**config.mk**
```make
export PLATFORM = sky130hd
export DESIGN_NAME = cmd_read_vertex
export DESIGN_NICKNAME = d
export VERILOG_FILES = /design/src/rtl/cmd_read_vertex.sv
export SDC_FILE = /design/constraint.sdc
export NUM_CORES = 1
export LEC_CHECK = 0
export BUFFER_PORTS_ARGS = -buffer_cell sky130_fd_sc_hd__buf_4
export CORE_UTILIZATION = 34
export DETAILED_ROUTE_END_ITERATION = 16
export GPL_TIMING_DRIVEN = 0
export PLACE_DENSITY = 0.58
export SLEW_MARGIN = 10
export SYNTH_ARGS = -nofsm -noshare
export SYNTH_HDL_FRONTEND = slang
export SYNTH_SLANG_ARGS = --single-unit
```
**constraint.sdc**
```tcl
create_clock -name CLK -period 7.1 [get_ports CLK]
set_input_delay 1.065 -clock CLK [delete_from_list [all_inputs] [get_ports CLK]]
set_output_delay 1.065 -clock CLK [all_outputs]
set_load 0.01 [all_outputs]
```
**src/rtl/cmd_read_vertex.sv**
```systemverilog
// -----------------------------------------------------------------------------
// cmd_read_vertex
//   Vertex readback engine. A request names a first vertex (req_start) and a
//   number of vertices (req_count). The engine reads that many 64-bit words
//   from vertex RAM and streams one response packet, a byte at a time, over a
//   valid/ready byte channel towards the host UART TX path.
//
//   Packet: SYNC(AA) LEN OPCODE COUNT START[15:8] START[7:0]
//           { 8 bytes per vertex } CRC
//   LEN = 5 + 8*COUNT. The CRC-8 (poly 0x07, init 0) covers LEN through the
//   last payload byte.
//
// Ports
//   CLK           clock, rising edge
//   rst           synchronous reset, active-high
//   req_pulse     one-cycle request strobe (sampled only while idle)
//   req_start     first vertex index
//   req_count     number of vertices (1..MAX_COUNT)
//   vertex_raddr  RAM read address (holds between reads)
//   vertex_re     RAM read enable; data returns one cycle later
//   vertex_rdata  RAM read data
//   tx_data       response byte
//   tx_valid      tx_data valid; held with stable data until tx_ready
//   tx_ready      sink accepts the byte when tx_valid && tx_ready
//   BUSY          high from accepted request until the CRC byte is taken
//   done_pulse    one cycle after the CRC byte is accepted
//   err_pulse     one cycle after a rejected request
// -----------------------------------------------------------------------------
module cmd_read_vertex #(
  parameter int          DEPTH     = 1024,
  parameter int          DW        = 64,
  parameter int          MAX_COUNT = 31,
  parameter logic [7:0]  OPCODE    = 8'h04,
  localparam int         AW        = $clog2(DEPTH)
) (
  input  logic          CLK,
  input  logic          rst,
  input  logic          req_pulse,
  input  logic [15:0]   req_start,
  input  logic [7:0]    req_count,
  output logic [AW-1:0] vertex_raddr,
  output logic          vertex_re,
  input  logic [DW-1:0] vertex_rdata,
  output logic [7:0]    tx_data,
  output logic          tx_valid,
  input  logic          tx_ready,
  output logic          BUSY,
  output logic          done_pulse,
  output logic          err_pulse
);

  localparam logic [7:0]  MAX_COUNT_8 = 8'(MAX_COUNT);
  localparam logic [16:0] DEPTH_17    = 17'(DEPTH);

  typedef enum logic [2:0] {
    S_IDLE,
    S_HDR,
    S_FETCH,
    S_LATCH,
    S_PAYLOAD,
    S_CRC
  } state_t;

  state_t        state;
  state_t        state_next;

  logic [15:0]   start_q;
  logic [7:0]    count_q;
  logic [2:0]    hdr_idx;
  logic [2:0]    byte_idx;
  logic [4:0]    vtx_idx;
  logic [63:0]   vtx_reg;
  logic [7:0]    crc;

  logic          req_ok;
  logic          accept;
  logic          more_vertices;
  logic [7:0]    hdr_byte;
  logic [7:0]    pay_byte;

  // CRC-8, poly 0x07, MSB first, one whole byte per call.
  function automatic logic [7:0] crc8_update(input logic [7:0] c, input logic [7:0] d);
    logic [7:0] r;
    r = c ^ d;
    for (int i = 0; i < 8; i++) begin
      r = r[7] ? ((r << 1) ^ 8'h07) : (r << 1);
    end
    return r;
  endfunction

  // The range check uses a 17-bit sum so start+count can never wrap silently.
  assign req_ok = (req_count != 8'd0) &&
                  (req_count <= MAX_COUNT_8) &&
                  (({1'b0, req_start} + {9'd0, req_count}) <= DEPTH_17);

  assign tx_valid      = (state == S_HDR) || (state == S_PAYLOAD) || (state == S_CRC);
  assign accept        = tx_valid && tx_ready;
  assign BUSY          = (state != S_IDLE);
  assign vertex_re     = (state == S_FETCH);
  assign more_vertices = ({3'd0, vtx_idx} + 8'd1) < count_q;

  // Header byte select. COUNT is at most 31, so LEN fits in 8 bits.
  always_comb begin
    // NOTE: every combinational output gets a default first so no path through
    // the case leaves it unassigned, which would infer a latch.
    hdr_byte = 8'h00;
    case (hdr_idx)
      3'd0:    hdr_byte = 8'hAA;
      3'd1:    hdr_byte = 8'd5 + {count_q[4:0], 3'b000};
      3'd2:    hdr_byte = OPCODE;
      3'd3:    hdr_byte = count_q;
      3'd4:    hdr_byte = start_q[15:8];
      default: hdr_byte = start_q[7:0];
    endcase
  end

  // Payload byte order swaps the bytes within each 16-bit half, except the top
  // half which goes out low byte first.
  always_comb begin
    pay_byte = 8'h00;
    case (byte_idx)
      3'd0:    pay_byte = vtx_reg[15:8];
      3'd1:    pay_byte = vtx_reg[7:0];
      3'd2:    pay_byte = vtx_reg[31:24];
      3'd3:    pay_byte = vtx_reg[23:16];
      3'd4:    pay_byte = vtx_reg[47:40];
      3'd5:    pay_byte = vtx_reg[39:32];
      3'd6:    pay_byte = vtx_reg[55:48];
      default: pay_byte = vtx_reg[63:56];
    endcase
  end

  // Next-state and byte-mux. tx_data is forced to 0 whenever tx_valid is low.
  always_comb begin
    state_next = state;
    tx_data    = 8'h00;
    case (state)
      S_IDLE: begin
        if (req_pulse && req_ok) state_next = S_HDR;
      end
      S_HDR: begin
        tx_data = hdr_byte;
        if (accept && (hdr_idx == 3'd5)) state_next = S_FETCH;
      end
      S_FETCH: state_next = S_LATCH;
      S_LATCH: state_next = S_PAYLOAD;
      S_PAYLOAD: begin
        tx_data = pay_byte;
        if (accept && (byte_idx == 3'd7)) state_next = more_vertices ? S_FETCH : S_CRC;
      end
      S_CRC: begin
        tx_data = crc;
        if (accept) state_next = S_IDLE;
      end
      default: state_next = S_IDLE;
    endcase
  end

  always_ff @(posedge CLK) begin
    // NOTE: sequential state uses non-blocking assignments so every register
    // samples pre-edge values, independent of statement order.
    if (rst) state <= S_IDLE;
    else     state <= state_next;
  end

  always_ff @(posedge CLK) begin
    if (rst) begin
      start_q      <= '0;
      count_q      <= '0;
      hdr_idx      <= '0;
      byte_idx     <= '0;
      vtx_idx      <= '0;
      vtx_reg      <= '0;
      crc          <= '0;
      vertex_raddr <= '0;
      done_pulse   <= 1'b0;
      err_pulse    <= 1'b0;
    end else begin
      done_pulse <= 1'b0;
      err_pulse  <= 1'b0;
      case (state)
        S_IDLE: begin
          if (req_pulse) begin
            if (req_ok) begin
              start_q <= req_start;
              count_q <= req_count;
              hdr_idx <= '0;
              vtx_idx <= '0;
              crc     <= '0;
            end else begin
              err_pulse <= 1'b1;
            end
          end
        end
        S_HDR: begin
          if (accept) begin
            hdr_idx <= hdr_idx + 3'd1;
            // SYNC is outside the CRC.
            if (hdr_idx != 3'd0) crc <= crc8_update(crc, tx_data);
            if (hdr_idx == 3'd5) vertex_raddr <= start_q[AW-1:0];
          end
        end
        S_LATCH: begin
          vtx_reg  <= vertex_rdata[63:0];
          byte_idx <= '0;
        end
        S_PAYLOAD: begin
          if (accept) begin
            crc      <= crc8_update(crc, tx_data);
            byte_idx <= byte_idx + 3'd1;
            if (byte_idx == 3'd7) begin
              vtx_idx <= vtx_idx + 5'd1;
              // Address only moves ahead of a real read so it holds otherwise.
              if (more_vertices)
                vertex_raddr <= start_q[AW-1:0] + AW'(vtx_idx) + AW'(1);
            end
          end
        end
        S_CRC: begin
          if (accept) done_pulse <= 1'b1;
        end
        default: ;
      endcase
    end
  end

endmodule

```
==> metrics.md <==
| Metric | Value |
|---|---|
| Max FFs per register | 64 |
| Max Clk Rate | 223 MHz |
| P_int | 0.00123 W |
| Final period util | 63.2% |
| Mapped Nets | 955 |
| CTS Buffer Depth | 2 |
| Fillers | 1944 |
| Post-synth top cells | 158 x nand2_1, 122 x dfxtp_1, 94 x a21oi_1, 53 x nor2_1, 43 x clkbuf_1 |
| Clock Skews | 0.0105 ns |
| Fin cells | 1236 |
| Drt wl/cell | 16.5 um |
| Worst-Margin Slew | 1.21 ns |
| Max_slew headroom | 17.3% |
| Antenna-violating nets left | 0 |
| Port buffer count | 113 |
| Placed cell area | 7830 um2 |
| Startpoint types | flop |
| P per Cell Area | 192 nW/um2 |
| Top-count cell post-synth | nand2_1 |
| Register share of total power | 42.6% |
| Violation count after the first detailed-routing iteration | 562 |
| CP Cell Sequence | buf_2 -> inv_1 -> ha_1 -> clkbuf_1 -> nor4_1 -> clkbuf_1 -> a221oi_1 -> a221oi_1 -> a21oi_1 -> o21ai_0 -> buf_4 |
| Number of diodes | 0 |
| Share of layout cells above drive strength 1 | 16.6% |
| # setup viols final | 0 |
| Die height | 142 um |
| Hold WS | 0.452 ns |
| CP Buf/Inv Count | 5 |
| Synth Area per Inst | 8.01 um2 |
| Net Switching | 0.000380 W |
| Clock power share | 50.4% |
| Routability cong. | 0.878 |
| Final wirelength | 20500 um |
| Comb power frac | 7.1% |
| Design Area, Final | 8380 um2 |
| Clock Pin Slew Worst Setup and Hold Paths | 0.05 ns |
| Vias | 6401 |
| Syn. warnings | 0 |
| Setup TNS | 0 ns |
| CP max-delay cell | clkbuf_1 |
| Global-route wire length before repair | 32200 um |
| Static Leak | 3.16 nW |
| Worst skew pair latency | 0.42 ns |
| # resized after CTS | 0 |
| Core ar. | 19000 um2 |
| Gr usage total | 20.9% |
| Area delta synth->final | 25.9% |
| WS Path Type | reg -> out |
| Worst path max stage delay | 0.41 ns |
| Yosys top cell area share | 36.7% |
| Status | completed |
| Initial antenna violation count | 0 |
| Yosys reg bits | 122 |
| Max-Cap Viols | 0 |
| Req. time, crit path | 6.03 ns |
| H-tree depth | 4 |
| Switching Share | 23.6% |
| VDD IR max | 0.167 mV |
| Clock root cell | clkbuf_16 |
| Vias in the first global route | 5964 |
| Dpl cells | 1204 |
| Synth area leader | dfxtp_1 |
| Die ar. | 20100 um2 |
| Post-Syn Area | 6660 um2 |
| Critical Path End Type | output pin |
| Sequential fraction of the synthesis area | 36.7% |
| Max-slew violation count | 0 |
| # hold bufs at CTS | 0 |
| Post-DR vias/cell | 5.18 |
| EDFF count, synth | 0 |
| R2R Setup Slk | 3.23 ns |
| Largest net degree at the start of global routing | 17 |
| CP max FO | 10 |
| Hold Path Class | reg -> reg |
| Netlist cell types | 65 |
| DP HPWL | 15500 um |
| Core Rows | 50 |
| Post-layout util | 44.2% |
| DRT Pass-1 Iters | 5 |
| Top_reg_cell synth | dfxtp_1 |
| DRC viols | 0 |
| Hold Violations, Final | 0 |
| Grt ovf | 0 |
| Post-CTS repair timing setup buffer count | 0 |
| Unrepaired setup endpoints after global routing | no |
| CP delay by family, top | buffers and inverters |
| WP data arrival | 3.42 ns |
| Tmin final | 4.48 ns |
| Sink Count | 122 |
| Die X | 142 um |
| Initial core utilization | 35.1% |
| Synth top area cells | dfxtp_1 37%, nand2_1 8.9%, a21oi_1 7.1%, ha_1 5.6%, mux2i_1 4.2% |
| Post-Synthesis Cells | 831 |
| Nets@finish | 1087 |
| CTS tree | yes |
| CTS buffer count | 17 |
| Async SR Flop Fraction | 0% |
| I/O Pins | 115 |
-- metrics by stage --
step           total power [W]  worst slack [ns]
5_1_grt                0.00167              2.41
2_1_floorplan         0.000751              3.20
6_report               0.00161              2.62
3_3_place_gp          0.000813              2.68
4_1_cts                0.00162              2.70
3_5_place_dp          0.000813              2.68
-- metal layers --
| layer | share of wire (%) | GRT usage (%) | vias to the layer above |
|---|---|---|---|
| li1 | - | - | 3206 |
| met1 | 49 | 30.1 | 2962 |
| met2 | 43 | 31.2 | 213 |
| met3 | 6.3 | 4.59 | 20 |
| met4 | 1.4 | 5.60 | 0 |
| met5 | 0 | 0 | - |
-- cells by family after synthesis --
group	after synthesis	share of synthesized area, %
AOI/OAI and AO/OA	225	22.2
muxes	37	5.73
xor gates and xnor gates	31	4.08
and+or+nand+nor	295	19.6
DFF	122	36.7
adders and majority gates	32	6.24
buffers and inverters	89	5.47
-- worst paths after layout --
check | from | endpoint | depth (start not counted)
setup / recovery | byte_idx[2] | tx_data[3] | 11
hold / removal | vtx_reg[13] | vtx_reg[13] | 2
setup reg to reg | vtx_idx[0] | vertex_raddr[9] | 12
hold reg to reg | vtx_reg[13] | vtx_reg[13] | 2
-- tightest hold or removal path, delay by kind of cell, from the launching register on --
| kind | cells | cell delay (ns) |
|---|---|---|
| AND/OR/NAND/NOR | 1 | 0.05 |
| flip-flops | 1 | 0.30 |
| AO/OA/AOI/OAI | 1 | 0.05 |
-- layout make-up --
type | instances | area, um2 | share of cell area (%)
multi-input combinational | 620 | 3850 | 45.9
sequential | 122 | 2440 | 29.2
timing repair buffer | 113 | 848 | 10.1
clock buffer | 22 | 454 | 5.42
tap | 260 | 325 | 3.88
buffer | 53 | 229 | 2.73
inverter | 36 | 135 | 1.61
clock inverter | 10 | 95.1 | 1.14
-- power groups by stage --
stage / sequential [W] / clock, W / combinational (W)
6_report: 0.000685 / 0.000812 / 0.000114
2_1_floorplan: 0.000700 / 0 / 0.0000509
3_3_place_gp: 0.000700 / 0 / 0.000112
3_5_place_dp: 0.000700 / 0 / 0.000113
4_1_cts: 0.000685 / 0.000820 / 0.000113
5_1_grt: 0.000685 / 0.000857 / 0.000124
-- cell usage in the layout (no fill, tap or decap), types with 4 or more instances in the layout --
cell type,synthesis,final
a21oi_1,94,94
nand3_1,27,27
a211o_1,4,4
xor2_1,12,12
inv_1,35,35
and3_1,4,4
buf_1,4,4
a221oi_1,12,12
a31oi_1,4,4
a21o_1,8,8
a221o_1,6,6
a22oi_1,10,10
nand2_1,158,158
nor3b_1,5,5
mux2_2,9,9
xnor2_1,19,19
buf_4,0,113
and2_1,9,9
nor3_1,12,12
clkbuf_16,0,17
nand3b_1,5,5
dfxtp_1,122,122
o32ai_1,9,9
o21a_1,4,4
nor2_1,53,53
a222oi_1,6,6
nor2b_1,6,6
clkbuf_1,43,47
o21ai_0,35,35
ha_1,30,30
mux2i_1,28,28
(Power assumes the default switching activity.)
